--- src/rtl/param_frame_bank.sv ---
`default_nettype none
// +----------------------------------------------------------------------------+
// | param_frame_bank                                                           |
// | Assembles sync/payload/checksum frames into a shadow bank and publishes it |
// | atomically on a checksum match.                                            |
// | Revision: 1.0                                                              |
// +----------------------------------------------------------------------------+
module param_frame_bank #(
  parameter int                DATA_W    = 16,
  parameter int                NUM_WORDS = 6,
  parameter logic [DATA_W-1:0] SYNC_WORD = 16'hA55A,
  parameter int                TIMEOUT   = 1000
) (
  input  logic                          clk,
  input  logic                          rst_n,
  input  logic                          en,
  input  logic [DATA_W-1:0]             data_in,
  input  logic                          pi_flag,
  output logic [NUM_WORDS*DATA_W-1:0]   params,
  output logic                          frame_valid,
  output logic                          frame_err,
  output logic [$clog2(NUM_WORDS+1)-1:0] idx,
  output logic [7:0]                    frame_cnt
);

  localparam int IDX_W = $clog2(NUM_WORDS+1);
  localparam int TMR_W = $clog2(TIMEOUT);
  localparam logic [TMR_W-1:0] c_tmr_last = TMR_W'(TIMEOUT-1);
  localparam logic [IDX_W-1:0] c_idx_last = IDX_W'(NUM_WORDS-1);

  typedef enum logic [1:0] {
    ST_HUNT    = 2'd0,
    ST_PAYLOAD = 2'd1,
    ST_CHECK   = 2'd2
  } state_t;

  state_t                        r_state;
  state_t                        w_state_nxt;
  logic [IDX_W-1:0]              r_idx;
  logic [DATA_W-1:0]             r_acc;
  logic [TMR_W-1:0]              r_timer;
  logic [NUM_WORDS*DATA_W-1:0]   r_shadow;
  logic [NUM_WORDS*DATA_W-1:0]   r_params;
  logic                          r_frame_valid;
  logic                          r_frame_err;
  logic [7:0]                    r_frame_cnt;
  logic                          w_good;
  logic                          w_bad;
  logic                          w_expire;
  logic                          w_last;
  logic                          w_tmr_done;

  assign w_last     = (r_idx == c_idx_last);
  assign w_tmr_done = (r_timer == c_tmr_last);

  always_ff @(posedge clk or negedge rst_n) begin
    if (!rst_n) begin
      r_state <= ST_HUNT;
    end else if (!en) begin
      r_state <= ST_HUNT;
    end else begin
      r_state <= w_state_nxt;
    end
  end

  // A strobe in the expiry cycle takes priority over the timeout.
  always_comb begin
    w_state_nxt = r_state;
    w_good      = 1'b0;
    w_bad       = 1'b0;
    w_expire    = 1'b0;
    case (r_state)
      ST_HUNT: begin
        if (pi_flag && (data_in == SYNC_WORD)) begin
          w_state_nxt = ST_PAYLOAD;
        end
      end
      ST_PAYLOAD: begin
        if (pi_flag) begin
          if (w_last) begin
            w_state_nxt = ST_CHECK;
          end
        end else if (w_tmr_done) begin
          w_expire    = 1'b1;
          w_state_nxt = ST_HUNT;
        end
      end
      ST_CHECK: begin
        if (pi_flag) begin
          w_state_nxt = ST_HUNT;
          if (data_in == r_acc) begin
            w_good = 1'b1;
          end else begin
            w_bad = 1'b1;
          end
        end else if (w_tmr_done) begin
          w_expire    = 1'b1;
          w_state_nxt = ST_HUNT;
        end
      end
      default: begin
        w_state_nxt = ST_HUNT;
      end
    endcase
  end

  always_ff @(posedge clk or negedge rst_n) begin
    if (!rst_n) begin
      r_idx         <= '0;
      r_acc         <= '0;
      r_timer       <= '0;
      r_shadow      <= '0;
      r_params      <= '0;
      r_frame_valid <= 1'b0;
      r_frame_err   <= 1'b0;
      r_frame_cnt   <= 8'd0;
    end else if (!en) begin
      r_idx         <= '0;
      r_acc         <= '0;
      r_timer       <= '0;
      r_params      <= '0;
      r_frame_valid <= 1'b0;
      r_frame_err   <= 1'b0;
    end else begin
      r_frame_valid <= w_good;
      r_frame_err   <= w_bad | w_expire;
      if (w_good) begin
        r_params    <= r_shadow;
        r_frame_cnt <= r_frame_cnt + 8'd1;
      end
      case (r_state)
        ST_PAYLOAD: begin
          if (pi_flag) begin
            for (int k = 0; k < NUM_WORDS; k++) begin
              if (r_idx == IDX_W'(k)) begin
                r_shadow[k*DATA_W +: DATA_W] <= data_in;
              end
            end
            r_acc   <= r_acc + data_in;
            r_timer <= '0;
            r_idx   <= w_last ? '0 : r_idx + 1'b1;
          end else if (w_expire) begin
            r_idx   <= '0;
            r_acc   <= '0;
            r_timer <= '0;
          end else begin
            r_timer <= r_timer + 1'b1;
          end
        end
        ST_CHECK: begin
          if (pi_flag || w_expire) begin
            r_idx   <= '0;
            r_acc   <= '0;
            r_timer <= '0;
          end else begin
            r_timer <= r_timer + 1'b1;
          end
        end
        default: begin
          r_idx   <= '0;
          r_acc   <= '0;
          r_timer <= '0;
        end
      endcase
    end
  end

  assign params      = r_params;
  assign frame_valid = r_frame_valid;
  assign frame_err   = r_frame_err;
  assign idx         = r_idx;
  assign frame_cnt   = r_frame_cnt;

endmodule
`default_nettype wire

--- config.mk ---
export PLATFORM = sky130hd
export DESIGN_NAME = param_frame_bank
export DESIGN_NICKNAME = d
export VERILOG_FILES = /design/src/rtl/param_frame_bank.sv
export SDC_FILE = /design/constraint.sdc
export NUM_CORES = 1
export LEC_CHECK = 0
export ABC_AREA = 1
export BUFFER_PORTS_ARGS = -buffer_cell sky130_fd_sc_hd__buf_4
export CAP_MARGIN = 20
export CORE_ASPECT_RATIO = 1.2
export CORE_MARGIN = 4
export CORE_UTILIZATION = 30
export DETAILED_ROUTE_END_ITERATION = 12
export GPL_TIMING_DRIVEN = 0
export MAX_ROUTING_LAYER = met4
export PLACE_DENSITY_LB_ADDON = 0.25
export SLEW_MARGIN = 20
export SYNTH_ARGS = -nofsm -noshare
export SYNTH_HDL_FRONTEND = slang
export SYNTH_SLANG_ARGS = --single-unit
--- constraint.sdc ---
create_clock -name clk -period 4.6 [get_ports clk]
set_input_delay 0.69 -clock clk [delete_from_list [all_inputs] [get_ports clk]]
set_output_delay 0.69 -clock clk [all_outputs]
set_load 0.05 [all_outputs]
Word level (Yosys, flattened, before mapping)
Cells that the tools add are included.

Add/subtract/negate cells: 4. Equality and inequality tests: 15. Muxes and demuxes: 36. Bitwise operators: 1. Reduce and logical (&&, ||, !) cells: 14.

Operator list (count): $mux W96 (2); $mux W16 (4); $mux W10 (4); $pmux W16 S2 (1); $reduce_and A4 Y1 (6); $pmux W10 S2 (1); $add A16 B16 Y16 (1); $eq A16 B16 Y1 (1); $eq A16 B16 Y1 const B (1); $mux W3 (5); $mux W2 (6); $mux W1 (11); $add A10 B1 Y10 const B (1); $eq A10 B10 Y1 const B (1); $add A8 B1 Y8 const B (1); $ne A4 B4 Y1 const B (2); $eq A3 B2 Y1 const B (2); $eq A3 B3 Y1 const B (2); $ne A3 B3 Y1 const B (2); $pmux W2 S3 (1); $pmux W3 S2 (1); $reduce_and A2 Y1 (3); $add A3 B1 Y3 const B (1); $eq A3 B1 Y1 const B (1); 9 further kinds (9).

Flip-flop bits (word level): 233. Output and inout port bits: 109. Logic and storage cells: 84.

Depth between registers and ports, before layout
Depth in word-level cells: 8. Mapped depth: 12. Gate-level depth less buffers: 11.

Worst setup path after synthesis
OpenSTA, ideal clock, no wires.

Path kind: input-to-reg. Start point: input data_in[3]. End point: register r_params[55] (netlist: params[55]). Setup time: 0.118 ns. Data arrival time: 2.100 ns. Required time: 4.482 ns. Slack: 2.382 ns. Cell stages on the path: 11. Cells stage by stage: ha_1 > nor2_1 > nand2_1 > nor2_1 > nand3_2 > nor2_4 > nor2_2 > buf_2 > buf_2 > nand2_1 > nand2_1.

Word-level cells in the longest chain between the ends: 5.

RTL lines: from (decl) (RTL line 17) `input logic [DATA_W-1:0] data_in,`; $eq A16 B16 Y1 (RTL line 91) `if (data_in == r_acc) begin`; $mux W1 (RTL line 91); $mux W1 (RTL line 89) `if (pi_flag) begin`; $mux W1 (RTL line 72) `case (r_state)`; $ne A2 B1 Y1 (no source line); to (signal assigned) (RTL line 128) `r_params <= r_shadow;`; to (decl) (RTL line 43) `logic [NUM_WORDS*DATA_W-1:0] r_params;`.

No other way between the ends. A chain may end at the register's enable or synchronous reset.

Final worst setup path
Start point: register r_acc[10]. End point: register r_params[83] (netlist: params[83]).

Word-level cells in the longest chain between the ends: 5.

RTL lines: from (decl) (RTL line 40) `logic [DATA_W-1:0] r_acc;`; from (signal assigned) (RTL line 139) `r_acc <= r_acc + data_in;`; $eq A16 B16 Y1 (RTL line 91); $mux W1 (RTL line 91); $mux W1 (RTL line 89); $mux W1 (RTL line 72); $ne A2 B1 Y1 (no source line).

No other way between the ends.

==> summary.md <==
The run finished with clean final reports. The worst-case IR drop observed on VDD is 0.000236 V. The final critical-path required period is 2.54 ns, and the max-slew violation count is 0.

Number of standard cells after synthesis: 1,185. Buffers inserted during clock tree synthesis total 26. The detailed-placement wirelength estimate came out at 20,100 um.

The synthesized-area fraction occupied by xor and xnor cells works out to 0.613%. The critical path in this run is classified as reg -> reg. The multiplexer area fraction after synthesis is 0%. For the endpoint required time on the critical path, the log shows 5.06 ns.

The critical path goes through ha_1 > inv_1 > nand3_1 > nor2_1 > nand3_2 > nor2_4 > nor2_2 > buf_2 > buf_2 > nand2_1 > nand2_1. The mapped netlist covers 10000 sq um. After detailed routing, the number of remaining DRC violations is 0. For the post-cts sizing count, the log shows 0. For this run, the top clock speed supported by timing is 0.394 GHz. The worst flop-to-flop path endpoint was params[83].

The initial antenna violation count was 1; the ratio of routed vias to standard cells was 4.47. Synthesis produced a netlist with a net count of 1,228. The worst slew margin relative to its limit was 60.1%. In this run the remaining antenna-violating nets after routing total 0. The path class of the tightest hold or removal check is in -> async. The worst register-to-register path has a depth of 11. The number of setup buffers added after CTS is 0. The overall power consumption came out at 4.88 mW. Clock-pin slew was measured on the worst setup and hold paths at 0.06 ns. The initial core utilization was 30.7%. The congestion estimate from routability-driven global placement came to 0.854. For this design the ratio of total power to cell area is 392 nW/um^2. The analysis attributes to cell leakage a power of 6.82 nW.

The run gives 1,385 as the number of nets in the layout. The first global-routing pass estimated 44,900 um of wire. The largest single stage delay on the critical path is 0.41 ns. The number of H-tree levels was 1; the routed wire length per instance was 15.7 um.

Summed over all layers, the global routing overflow is 0. The Yosys step of the flow raised 0 warnings. For the clock insertion delay at the later pin of the skew report, the log shows 0.53 ns. For the sequential area share after synthesis, the log shows 58.3%. The tools report the pin count of the biggest net entering global routing as 89. Setup repair after global routing left no endpoint under its margin.

On the critical path the largest part of the delay comes from simple AND/OR/NAND/NOR gates. In the finished design, the share of the clock period the worst path needs comes to 55.1%. Port buffering added 127 buffers. The logs give 0.0180 ns for the final clock skew and 5 for the first-pass iteration count of the detailed router. The cell with the largest stage delay on the worst path is nor2_2. The setup check on the worst reg-to-reg path leaves a slack of 2.06 ns.

The run gives 0 as the setup-violating endpoint count in the final report. Synthesis inferred 233 register bits. The arrival time of the worst setup path came out at 3.00 ns.

TritonCTS built the clock tree. Dividing the synthesized area by the synthesized cell count gives 8.44 sq um. Max-cap violations in this run came to 0.

During I/O placement, the number of pins put on the boundary was 129. The final hold violation count was 0; the total routing resource utilization after global routing was 15.9%. Combinational family with the most area after synthesis: simple AND/OR/NAND/NOR gates. The area enclosed by the die boundary was 36,300 sq um; the area growth from synthesis to final layout was 24.6%.

The core box area was 32,500 sq um. The tree is rooted in a clkbuf_16. Summing the areas of all fa, ha and maj instances in the mapped netlist gives 2.95% of the synthesized area. Clock tree synthesis found a total of 233 sinks.

The longest clock path from root to sink contains 3 buffers. The complex-gate fraction of the synthesized area was 6.06%; the maximum fanout count along the critical path was 10. The die is 175 um wide. Worst-margin pin slew: 0.593 ns. The startpoint identified for the worst register-to-register timing path is r_acc[10]. Adding up every negative setup slack in the final design gives 0 ns.

Yosys mapped the design onto 29 distinct sky130hd cell types. The number of fill cells in the layout was 3,344; the DRC violation total after the first TritonRoute iteration was 561. The synthesized netlist devotes 26.6% of its cell area to simple gates. Row generation in the floorplan step produced 72 rows. The number of vias in the routed layout was 8,084. Launching element type of the critical path: a register. The post-route netlist has 15.3% of its cells at a drive strength greater than 1. The tools report the critical path capture point type as a register. The number of buffer and inverter instances along the worst setup path came out at 3. The count of hold buffers inserted by post-cts repair is 0. From bottom edge to top edge, the die measures 208 um. The tools report the via count of the first global-routing pass as 8,100. The final layout contains routed wiring with a total length of 28,400 um.
==> cell usage after synthesis (all sizes together) <==
cell | number | area [sq um]
nand3b | 2 | 15.0
nor4 | 1 | 12.5
xor2 | 5 | 43.8
nand2 | 499 | 1880
dfrtp | 233 | 5830
o21ai | 58 | 290
clkinv | 2 | 8.75
ha | 22 | 275
o22ai | 2 | 12.5
nand3 | 43 | 225
o211ai | 1 | 7.51
or2 | 5 | 31.3
nor3b | 1 | 7.51
a21oi | 59 | 295
inv | 90 | 338
nand4 | 11 | 68.8
nor2 | 93 | 359
nor3 | 13 | 65.1
xnor2 | 2 | 17.5
buf | 21 | 118
fa | 1 | 20.0
clkbuf | 21 | 78.8
==> area by class of cell <==
| type | instances | area, sq um | share of cell area [%] |
|---|---|---|---|
| Timing Repair Buffer | 129 | 1020 | 8.16 |
| Clock inverter | 14 | 155 | 1.25 |
| Tap cell | 444 | 556 | 4.46 |
| Multi-Input combinational cell | 818 | 3620 | 29.1 |
| Antenna cell | 1 | 2.50 | 0.0201 |
| Inverter | 92 | 347 | 2.78 |
| Sequential cell | 233 | 5830 | 46.8 |
| Buffer | 42 | 196 | 1.58 |
| Clock buffer | 34 | 731 | 5.87 |
==> kinds of logic after synthesis <==
| group | count (synthesis) |
|---|---|
| XOR/XNOR | 7 |
| adder cells (fa/ha/maj) | 23 |
| buffers and inverters | 134 |
| flip-flops | 233 |
| AO/OA/AOI/OAI | 120 |
| AND/OR/NAND/NOR | 668 |
==> where the power goes <==
| group | internal (mW) | switching (mW) | leakage [nW] |
|---|---|---|---|
| Clock | 1.25 | 0.864 | 0.439 |
| Sequential | 2.19 | 0.0858 | 3.22 |
| Combinational | 0.161 | 0.336 | 3.16 |
==> registers in the layout (all words and copies together) (netlist names) <==
signal and count:
r_timer 10, r_state 2, frame_cnt 8, idx 3, r_acc 16, params 96
frame_valid 1, frame_err 1, r_shadow 96
==> through the flow <==
step | hold WS (ns) | cell area (sq um) | setup WS, ns | cells | util (%)
after global routing | 0.138 | 12500 | 1.84 | 1807 | 38.3
final | 0.113 | 12500 | 2.06 | 1807 | 38.3
after global placement | 0.447 | 11500 | 0.920 | 1756 | 35.4
after CTS | 0.114 | 12500 | 2.01 | 1806 | 38.3
after floorplan | 0.394 | 10000 | 2.38 | 1185 | -
after detailed placement | 0.455 | 11600 | 1.58 | 1758 | 35.6
==> placed cells by master, fill, tap and decap left out, types with 11 or more instances in the layout <==
cell / Yosys / final
o21ai_0: 58 / 58
nand2_1: 498 / 498
buf_4: 0 / 126
nand4_1: 11 / 11
nor3_1: 13 / 13
inv_1: 89 / 89
nand3_1: 41 / 41
nor2_1: 91 / 91
a21oi_1: 59 / 59
dfrtp_1: 233 / 233
buf_2: 19 / 19
clkbuf_1: 21 / 24
clkbuf_16: 0 / 26
ha_1: 22 / 22
==> layer usage <==
layer  vias up  GRT usage, %  part of all wire [%]
met1      3833          20.1                    43
met5         -             -                     0
met4         0          4.07                   2.4
met3        42          2.80                   4.8
li1       4026             -                     -
met2       183          26.7                    49
==> worst max-delay path by stage <==
stage,startpoint,end,slack [ns],depth (start not counted)
finish,r_acc[10],params[83],2.06,11
global route,r_acc[10],params[78],1.84,11
CTS,r_acc[10],params[83],2.01,11
detailed placement,data_in[11],params[79],1.58,12
global placement,rst_n,params[26],0.92,1
floorplan,data_in[3],params[55],2.38,11
==> worst reg2reg max path, stage by stage (launching register included) <==
cell and delay [ns]:
dfrtp_1 0.39, ha_1 0.37, inv_1 0.09, nand3_1 0.11, nor2_1 0.08, nand3_2 0.11
nor2_4 0.08, nor2_2 0.41, buf_2 0.39, buf_2 0.30, nand2_1 0.09, nand2_1 0.07
No activity file was read; power rests on OpenSTA's default activity.
